<file path="config.mk">
export PLATFORM = sky130hd
export DESIGN_NAME = tlv5614_frame_serializer
export DESIGN_NICKNAME = d
export VERILOG_FILES = /design/src/rtl/tlv5614_frame_serializer.sv
export SDC_FILE = /design/constraint.sdc
export NUM_CORES = 1
export LEC_CHECK = 0
export BUFFER_PORTS_ARGS = -buffer_cell sky130_fd_sc_hd__buf_2
export CAP_MARGIN = 40
export CORE_MARGIN = 1.5
export CORE_UTILIZATION = 47
export CTS_BUF_LIST = sky130_fd_sc_hd__clkbuf_8
export DETAILED_ROUTE_END_ITERATION = 16
export PLACE_DENSITY = 0.7
export SLEW_MARGIN = 40
export SYNTH_ARGS = -nofsm -noshare
export SYNTH_HDL_FRONTEND = slang
export SYNTH_SLANG_ARGS = --single-unit
</file>
<file path="constraint.sdc">
create_clock -name CLK -period 1.9 [get_ports CLK]
set_clock_uncertainty 0.15 [all_clocks]
set_input_delay 0.38 -clock CLK [delete_from_list [all_inputs] [get_ports CLK]]
set_output_delay 0.38 -clock CLK [all_outputs]
set_load 0.02 [all_outputs]
</file>
<file path="src/rtl/tlv5614_frame_serializer.sv">
// TLV5614 quad-DAC frame serializer: collects per-channel requests, arbitrates
// round-robin and shifts 16-bit frames out over SCLK/DIN/FS/CS.
module tlv5614_frame_serializer #(
  parameter int unsigned CLK_DIV = 4,
  parameter int unsigned GAP_CYC = 4
) (
  input  logic        CLK,
  input  logic        RST_n,
  input  logic [3:0]  CH_TrSgn,
  input  logic [63:0] CH_Data,
  output logic        UpdateDone,
  output logic [1:0]  Done_Ch,
  output logic        Busy,
  output logic [3:0]  Overrun,
  output logic        DAC_CLK,
  output logic        DAC_DIN,
  output logic        DAC_FS,
  output logic        DAC_CS,
  output logic        DAC_LDAC,
  output logic        DAC_PD
);

  localparam int unsigned CNT_MAX = (CLK_DIV > GAP_CYC) ? CLK_DIV : GAP_CYC;
  localparam int unsigned CNT_W   = (CNT_MAX > 1) ? $clog2(CNT_MAX) : 1;
  localparam int unsigned WORD_W  = 16;
  localparam int unsigned BIT_W   = 4;

  typedef enum logic [2:0] {
    S_IDLE,
    S_SETUP,
    S_SHIFT,
    S_HOLD,
    S_GAP
  } state_t;

  state_t              state, state_n;
  logic [CNT_W-1:0]    cnt, cnt_n;
  logic [BIT_W-1:0]    bit_idx, bit_n;
  logic                low_phase, low_phase_n;
  logic [WORD_W-1:0]   sreg, sreg_n;
  logic [1:0]          last, last_n;
  logic [3:0]          pending, pending_n;
  logic [3:0]          trig_q;
  logic [3:0]          rise;
  logic [3:0]          grant_clr;
  logic [WORD_W-1:0]   shadow [4];
  logic                found;
  logic [1:0]          grant;
  logic [1:0]          idx;
  logic                fs_n, cs_n, sclk_n, din_n, done_n, busy_n;

  assign DAC_LDAC = 1'b0;
  assign DAC_PD   = 1'b1;

  // Rising-edge detect on the channel triggers
  always_comb begin
    rise = CH_TrSgn & ~trig_q;
  end

  // Next-state, counters, arbitration and next values of the registered outputs
  always_comb begin
    state_n     = state;
    cnt_n       = cnt;
    bit_n       = bit_idx;
    low_phase_n = low_phase;
    sreg_n      = sreg;
    last_n      = last;
    found       = 1'b0;
    grant       = 2'd0;
    idx         = 2'd0;
    grant_clr   = 4'b0000;

    // Round-robin scan starting one past the last served channel
    for (int k = 1; k <= 4; k++) begin
      idx = last + 2'(k);
      if (!found && pending[idx]) begin
        found = 1'b1;
        grant = idx;
      end
    end

    case (state)
      S_IDLE: begin
        if (found) begin
          grant_clr = 4'(4'b0001 << grant);
          sreg_n    = shadow[grant];
          last_n    = grant;
          state_n   = S_SETUP;
          cnt_n     = '0;
        end
      end
      S_SETUP: begin
        if (cnt == CNT_W'(CLK_DIV - 1)) begin
          state_n     = S_SHIFT;
          cnt_n       = '0;
          bit_n       = '0;
          low_phase_n = 1'b0;
        end else begin
          cnt_n = cnt + CNT_W'(1);
        end
      end
      S_SHIFT: begin
        if (cnt == CNT_W'(CLK_DIV - 1)) begin
          cnt_n = '0;
          if (!low_phase) begin
            low_phase_n = 1'b1;
          end else if (bit_idx == BIT_W'(WORD_W - 1)) begin
            state_n = S_HOLD;
          end else begin
            bit_n       = bit_idx + BIT_W'(1);
            low_phase_n = 1'b0;
            sreg_n      = {sreg[WORD_W-2:0], 1'b0};
          end
        end else begin
          cnt_n = cnt + CNT_W'(1);
        end
      end
      S_HOLD: begin
        if (cnt == CNT_W'(CLK_DIV - 1)) begin
          state_n = S_GAP;
          cnt_n   = '0;
        end else begin
          cnt_n = cnt + CNT_W'(1);
        end
      end
      S_GAP: begin
        if (cnt == CNT_W'(GAP_CYC - 1)) begin
          state_n = S_IDLE;
          cnt_n   = '0;
        end else begin
          cnt_n = cnt + CNT_W'(1);
        end
      end
      default: begin
        state_n = S_IDLE;
        cnt_n   = '0;
      end
    endcase

    // New request beats a same-cycle grant clear
    pending_n = (pending & ~grant_clr) | rise;

    fs_n   = !((state_n == S_SETUP) || (state_n == S_SHIFT));
    cs_n   = !((state_n == S_SETUP) || (state_n == S_SHIFT) || (state_n == S_HOLD));
    sclk_n = (state_n == S_SHIFT) && !low_phase_n;
    din_n  = ((state_n == S_SETUP) || (state_n == S_SHIFT)) ? sreg_n[WORD_W-1] : 1'b0;
    done_n = (state_n == S_GAP) && (cnt_n == CNT_W'(GAP_CYC - 1));
    busy_n = (state_n != S_IDLE) || (pending_n != 4'b0000);
  end

  // State, datapath and registered outputs with synchronous reset
  always_ff @(posedge CLK) begin
    if (!RST_n) begin
      state      <= S_IDLE;
      cnt        <= '0;
      bit_idx    <= '0;
      low_phase  <= 1'b0;
      sreg       <= '0;
      last       <= 2'd3;
      pending    <= 4'b0000;
      trig_q     <= 4'b0000;
      Overrun    <= 4'b0000;
      for (int i = 0; i < 4; i++) shadow[i] <= '0;
      DAC_CLK    <= 1'b0;
      DAC_DIN    <= 1'b0;
      DAC_FS     <= 1'b1;
      DAC_CS     <= 1'b1;
      UpdateDone <= 1'b0;
      Done_Ch    <= 2'd0;
      Busy       <= 1'b0;
    end else begin
      state      <= state_n;
      cnt        <= cnt_n;
      bit_idx    <= bit_n;
      low_phase  <= low_phase_n;
      sreg       <= sreg_n;
      last       <= last_n;
      pending    <= pending_n;
      trig_q     <= CH_TrSgn;
      Overrun    <= Overrun | (rise & pending);
      for (int i = 0; i < 4; i++) begin
        if (rise[i]) shadow[i] <= CH_Data[WORD_W*i +: WORD_W];
      end
      DAC_CLK    <= sclk_n;
      DAC_DIN    <= din_n;
      DAC_FS     <= fs_n;
      DAC_CS     <= cs_n;
      UpdateDone <= done_n;
      if (done_n) Done_Ch <= last_n;
      Busy       <= busy_n;
    end
  end

endmodule
</file>
==> results.json, run 1 <==
{
  "synthMuxAreaShare_pct": 6.21,
  "met1_length_um": 5340,
  "hold_depth": 2,
  "core_um2": 10300,
  "r2r_cells": 7,
  "antenna_found_initial": 0,
  "clk_pin_slew_ns": 0.11,
  "maxSlewViolCount": 0,
  "hold_violations": 0,
  "fp.dieW_um": 106,
  "gp_congestion": 0.849,
  "placed_cells": 676,
  "cts_buffer_depth": 2,
  "cts_tree": "built",
  "post_drt_via_cell_ratio": 5.19,
  "post-place-ws_ns": -0.228,
  "multiInputGateArea_um2": 2150,
  "relSlewSlack_pct": 55.4,
  "max_cap_viol_count": 0,
  "violations": "negative setup slack",
  "area.growth.synth_to_final_pct": 26.5,
  "p_leak_nw": 2.60,
  "synth_compound_area_share_pct": 13.7,
  "vias": 3622,
  "fp.dieH_um": 106,
  "seq_area_um2": 2900,
  "portBuffers": 81,
  "num_rows": 37,
  "max_freq_mhz": 490,
  "n_antenna_cell": 0,
  "io_pins": 84,
  "htreeDepth": 3,
  "cts.sinks": 112,
  "finalWirelength_um": 10900,
  "ys_warn_count": 0,
  "criticalPathCategory": "register to register",
  "grt_pass1_wl_um": 17700,
  "min_to": "trig_q[3]",
  "synthArstFlopShare_pct": 0,
  "tightest_slew_ns": 0.666,
  "met3WireLength_um": 391,
  "holdWs_ns": 0.0988,
  "wire_per_inst_um": 15.7,
  "dp_hpwl_um": 7900,
  "cp-start-kind": "register",
  "finalSetupTns_ns": -1.36,
  "power-per-cell-area_nw_per_um2": 826,
  "rr_startpoint": "pending[2]",
  "crit_arrival_ns": 2.16,
  "timing.final.ws_setup_ns": -0.140,
  "top_layer_used": "met4",
  "synth-simple-area-share_pct": 17.8,
  "grt_max_degree": 21,
  "setup_violations": 18,
  "clock_latency_ns": 0.37,
  "synthFlopType": "edfxtp_1",
  "wl_met2_um": 5030,
  "nFillCells": 849,
  "grt_use_total_pct": 20.2,
  "synth-xor-area-share_pct": 0.699,
  "first_global_vias": 3575,
  "drive_above_1_share_pct": 36.1,
  "holdBufCountCts": 0,
  "status": "finished with violations",
  "required_ns": 2.02,
  "hold_class": "input pin to register",
  "r2r-end": "sreg[6]",
  "ir_worst_vdd_mv": 0.462,
  "cts_buffers": 9,
  "hp-start": "CH_TrSgn[3]",
  "avgSynthCellArea_um2": 11.6,
  "syn_nets": 505,
  "final_area_um2": 6340,
  "reg2reg_slack_ns": -0.14,
  "cts_root_buf": "clkbuf_8",
  "final_cells": 698,
  "drt_iter0_drc": 181,
  "min_period_over_period_pct": 107,
  "synth_top_family_by_area": "simple AND/OR/NAND/NOR gates",
  "min_period_ns": 2.04,
  "rsz0062_at_grt": "yes",
  "die-area_um2": 11300,
  "cp-end-kind": "register",
  "drtAntennaViolNets": 0,
  "grt-ovfl-total": 0,
  "synth-seq-area-share_pct": 57.5,
  "fin_nets": 629,
  "synth_edf_count": 64,
  "netlist_area_um2": 5010,
  "ys_ff_latch": 112,
  "drc": 0,
  "dr.pass1.iters": 4,
  "critPathMaxFanout": 15,
  "placed_area_um2": 5980,
  "ys_types": 56,
  "postSynthCellCount": 433,
  "synth_fa_ha_area_share_pct": 0.499,
  "start_util_pct": 48.6
}
## worst max path at each step
stage,slack [ns],start,depth (start not counted),endpoint
2_1_floorplan,-0.02,state[0],7,Busy
3_3_place_gp,-0.23,bit_idx[0],6,sreg[0]
3_5_place_dp,-0.23,pending[3],7,sreg[15]
4_1_cts,-0.12,pending[2],7,sreg[6]
5_1_grt,-0.21,pending[2],7,sreg[6]
6_report,-0.14,pending[2],7,sreg[6]
## Yosys cell counts (all sizes together), types with 4 or more instances
cell type / instances / area, um^2
a21boi: 4 / 30.0
a21oi: 12 / 60.1
a22o: 7 / 61.3
a31oi: 4 / 37.5
and2: 73 / 457
buf: 12 / 96.3
clkbuf: 13 / 48.8
dfxtp: 48 / 961
edfxtp: 64 / 1920
inv: 7 / 26.3
mux2i: 30 / 300
nand2: 18 / 67.6
nand2b: 10 / 62.6
nand3: 8 / 50.1
nor2: 27 / 106
nor2b: 7 / 43.8
nor3: 4 / 20.0
o211ai: 12 / 90.1
o21ai: 19 / 98.9
o221a: 12 / 135
## stage by stage
| step | power (W) | util (%) |
|---|---|---|
| finish | 0.00524 | 61.4 |
| global route | 0.00546 | 61.4 |
| CTS | 0.00523 | 60.8 |
| detailed placement | 0.00392 | 57.9 |
| global placement | 0.00389 | 57.8 |
| floorplan | 0.00352 | - |
## cells in the final DEF, fill, tap and decap left out, types with 3 or more instances in the layout
master,Yosys,final
and2_1,73,72
mux2i_1,30,26
nor2b_1,7,3
nand2_1,18,15
o221a_2,6,6
nor2b_2,0,4
buf_6,4,8
a21oi_1,12,11
o21ai_0,16,16
inv_1,7,7
buf_12,0,5
nand4_1,3,3
a21boi_0,3,3
a22oi_1,3,3
o211ai_1,12,12
buf_2,2,81
nand2b_1,10,9
a22o_1,7,7
dfxtp_2,0,4
mux2i_2,0,4
o221a_1,6,6
edfxtp_1,64,64
dfxtp_1,48,42
a211o_1,3,3
nand3_1,6,5
buf_4,5,44
nor3_1,4,3
nor2_1,25,24
clkbuf_8,0,9
## critical path, stage by stage, from the launching register on
cell	delay (ns)
dfxtp_2	0.36
nand2b_4	0.15
a21boi_4	0.14
o221ai_4	0.28
buf_12	0.23
mux2i_2	0.26
o211ai_1	0.11
o221a_2	0.26
## state kept, by name, summed over array words and instances, names as in the netlist
register	flops
cnt	2
shadow	64
pending	4
DAC_DIN	1
UpdateDone	1
Done_Ch	2
DAC_CS	1
DAC_FS	1
trig_q	4
Busy	1
Overrun	4
last	2
bit_idx	4
DAC_CLK	1
sreg	16
state	3
low_phase	1
## where the power goes
| group | switching, W | internal (W) | total, W | leakage (nW) |
|---|---|---|---|---|
| clock | 0.000801 | 0.000479 | 0.00128 | 0.0876 |
| combinational | 0.000556 | 0.000563 | 0.00112 | 1.42 |
| sequential | 0.0000904 | 0.00275 | 0.00284 | 1.09 |
## layout make-up
type                       count  share of cell area (%)
clock buffer                   9                    1.95
clock inverter                 7                   0.750
inverter                       7                   0.414
multi-input combinational    289                    34.0
sequential                   112                    45.6
tap                          136                    2.68
timing repair buffer         138                    14.6
## what timing repair did
item,CTS,global route
gates resized for setup,22,14
buffers inserted,4,1
gates cloned,1,0
endpoints found under the hold margin,0,0
pin swaps,5,4
setup endpoints to repair,20,23
## kinds of logic (layout without fill, tap and decap cells)
logic type | Yosys count | in the layout
xor gates and xnor gates | 4 | 4
muxes | 31 | 31
adders and majority gates | 2 | 2
and+or+nand+nor | 159 | 159
DFF | 112 | 112
buffers and inverters | 32 | 161
AOI/OAI and AO/OA | 91 | 91
other | 2 | 2
## per-layer routing
layer  GRT usage [%]  up-vias
met5               0        -
met4            6.66        0
met3            2.82       12
met2            31.7       90
met1            28.9     1707
li1                -     1813
Note: power is estimated with default switching activity, not from simulation.
==> run 2: changes to the inputs <==
- ABC_AREA: not set -> 1
==> results.json, run 2 <==
{
  "status": "finished with violations",
  "violations": "negative setup slack",
  "rsz0062_at_grt": "yes",
  "n_antenna_cell": 0,
  "ir_worst_vdd_mv": 0.798,
  "finalWirelength_um": 12800,
  "htreeDepth": 3,
  "synth_area_leaders": "edfxtp_1 35%, dfxtp_1 18%, nand2_1 9.7%, inv_1 6.8%, nor2_1 6.2%",
  "postSynthCellCount": 663,
  "cts_buffer_depth": 2,
  "clk_pin_slew_ns": 0.10,
  "hold_class": "input pin to register",
  "max_freq_mhz": 465,
  "first_global_vias": 4452,
  "num_rows": 39,
  "portBuffers": 81,
  "core_um2": 11400,
  "nFillCells": 973,
  "power-per-cell-area_nw_per_um2": 1310,
  "synth-seq-area-share_pct": 52.7,
  "wire_per_inst_um": 13.6,
  "crit_family": "simple AND/OR/NAND/NOR gates",
  "slowest_delay_ns": 0.38,
  "fp.dieH_um": 111,
  "required_ns": 2.07,
  "die-area_um2": 12300,
  "tightest_slew_ns": 0.555,
  "yosys-top-cells-count": "141 x nand2_1, 99 x inv_1, 91 x nor2_1",
  "synth_top_area_share_pct": 35.1,
  "cts_buffers": 9,
  "relSlewSlack_pct": 62.9,
  "layout_commonest_cell": "nand2_1",
  "grt_pass1_wl_um": 20500,
  "critPathMostFrequentCell": "nand2_4",
  "clock_latency_ns": 0.39,
  "ys_types": 39,
  "largest_register": "shadow",
  "area.growth.synth_to_final_pct": 27.4,
  "avgSynthCellArea_um2": 8.26,
  "layout_common_cells": "110 x nand2_1, 100 x inv_1, 85 x nor2_1",
  "setup_violations": 22,
  "maxSlewViolCount": 0,
  "crit_path_top_delay_cell": "dfxtp_4",
  "post_drt_via_cell_ratio": 4.92,
  "max_cap_viol_count": 0,
  "vias": 4631,
  "grt-ovfl-total": 0,
  "timing.final.ws_setup_ns": -0.250,
  "gp_congestion": 0.912,
  "fin_nets": 866,
  "antenna_found_initial": 0,
  "drc": 0,
  "min_period_ns": 2.15,
  "dr.pass1.iters": 5,
  "holdBufCountCts": 0,
  "io_pins": 84,
  "cp-end-kind": "register",
  "criticalPathCategory": "register to register",
  "path_cells": "buf_6 > nand2_2 > nand2_4 > nand2_4 > nand2_4 > nor2_4 > nand3_2 > nand2_4 > nand2_8 > nor2_8 > buf_12 > nand2_4 > nand2_2 > o21ai_1 > a21oi_1",
  "dp_hpwl_um": 9210,
  "synth_edf_count": 64,
  "cp-start-kind": "register",
  "synthFlopType": "edfxtp_1",
  "cp.buffers_inverters": 2,
  "yosysTopAreaCell": "edfxtp_1",
  "cts.sinks": 112,
  "largest_reg_flops": 64,
  "min_period_over_period_pct": 113,
  "p_leak_nw": 3.52,
  "drtAntennaViolNets": 0,
  "drt_iter0_drc": 265,
  "start_util_pct": 48.2,
  "cts_root_buf": "clkbuf_8",
  "drive_above_1_share_pct": 34.3,
  "cts_tree": "built",
  "ys_warn_count": 0,
  "finalSetupTns_ns": -4.32,
  "holdWs_ns": 0.0537,
  "crit_arrival_ns": 2.32,
  "top_regs": "shadow x64, sreg x16",
  "grt_use_total_pct": 21.1,
  "fp.dieW_um": 111,
  "netlist_area_um2": 5480,
  "ys_ff_latch": 112,
  "synthArstFlopShare_pct": 0,
  "synth.most_common_cell": "nand2_1",
  "grt_max_degree": 22,
  "syn_nets": 735,
  "critPathMaxFanout": 8,
  "hold_violations": 0
}
[run 2: cell count changes in the layout (fill, tap and decap cells not counted), sizes merged, moves of 30 or more]
cell | previous run | this run
and2 | 73 | 0
nand3 | 8 | 44
a21oi | 12 | 42
inv | 9 | 108
nor2 | 27 | 96
nand2 | 18 | 173
mux2i | 30 | 0
[run 2: worst paths after layout]
path,start,end,slack [ns],depth (start not counted)
setup reg to reg,last[0],sreg[11],-0.25,15
hold / removal,CH_TrSgn[1],trig_q[1],0.05,3
setup / recovery,last[0],sreg[11],-0.25,15
hold reg to reg,Overrun[2],Overrun[2],0.32,2
[run 2: cell type report]
cell class,count,area (um^2),area share [%]
clock buffers,11,151,2.17
flip-flops and latches,112,2890,41.5
multi-input cells,419,2330,33.3
clock inverters,5,55.1,0.789
inverters,107,412,5.90
well taps,143,179,2.56
repair buffers,145,960,13.8
[run 2: metrics by stage]
step	instance area [um^2]	power, W	std cells	setup slack (ns)	util [%]
global placement	6380	0.00688	921	-0.287	56.1
detailed placement	6380	0.00696	921	-0.334	56.1
finish	6980	0.00915	942	-0.250	61.4
floorplan	5480	0.00582	663	-0.104	-
CTS	6750	0.00875	940	-0.197	59.4
global route	6980	0.00974	942	-0.393	61.4
[run 2: routing by layer]
metal	global-route usage (%)	part of all wire, %	wire (um)
met2	37.1	51	6510
met3	3.61	4.4	565
met4	10.0	2.6	329
met5	0	0	0
met1	25.2	42	5410
[run 2: power breakdown]
part / internal (W) / switching [W]
registers: 0.00287 / 0.000181
logic: 0.00187 / 0.00274
clock network: 0.000680 / 0.000815
total: 0.00542 / 0.00373
[run 2: tightest hold or removal path, stage by stage]
cell and delay (ns):
buf_2 0.09, nand2_1 0.04, inv_1 0.06
[run 2: cells by family (layout without fill, tap and decap cells)]
| group | count (synthesis) | after routing | synth area share, % |
|---|---|---|---|
| simple gates | 325 | 326 | 27.4 |
| buf+inv | 133 | 268 | 10.7 |
| flops | 112 | 112 | 52.7 |
| compound gates | 88 | 88 | 8.50 |
| fa+ha+maj | 2 | 2 | 0.457 |
| other cells | 2 | 2 | 0.137 |
| xor+xnor | 1 | 1 | 0.160 |
[run 2: timing repair]
action,CTS,global route
setup buffers,4,3
pin swaps,8,31
cloned,1,0
endpoints found under the setup margin,31,37
resized for setup,44,54
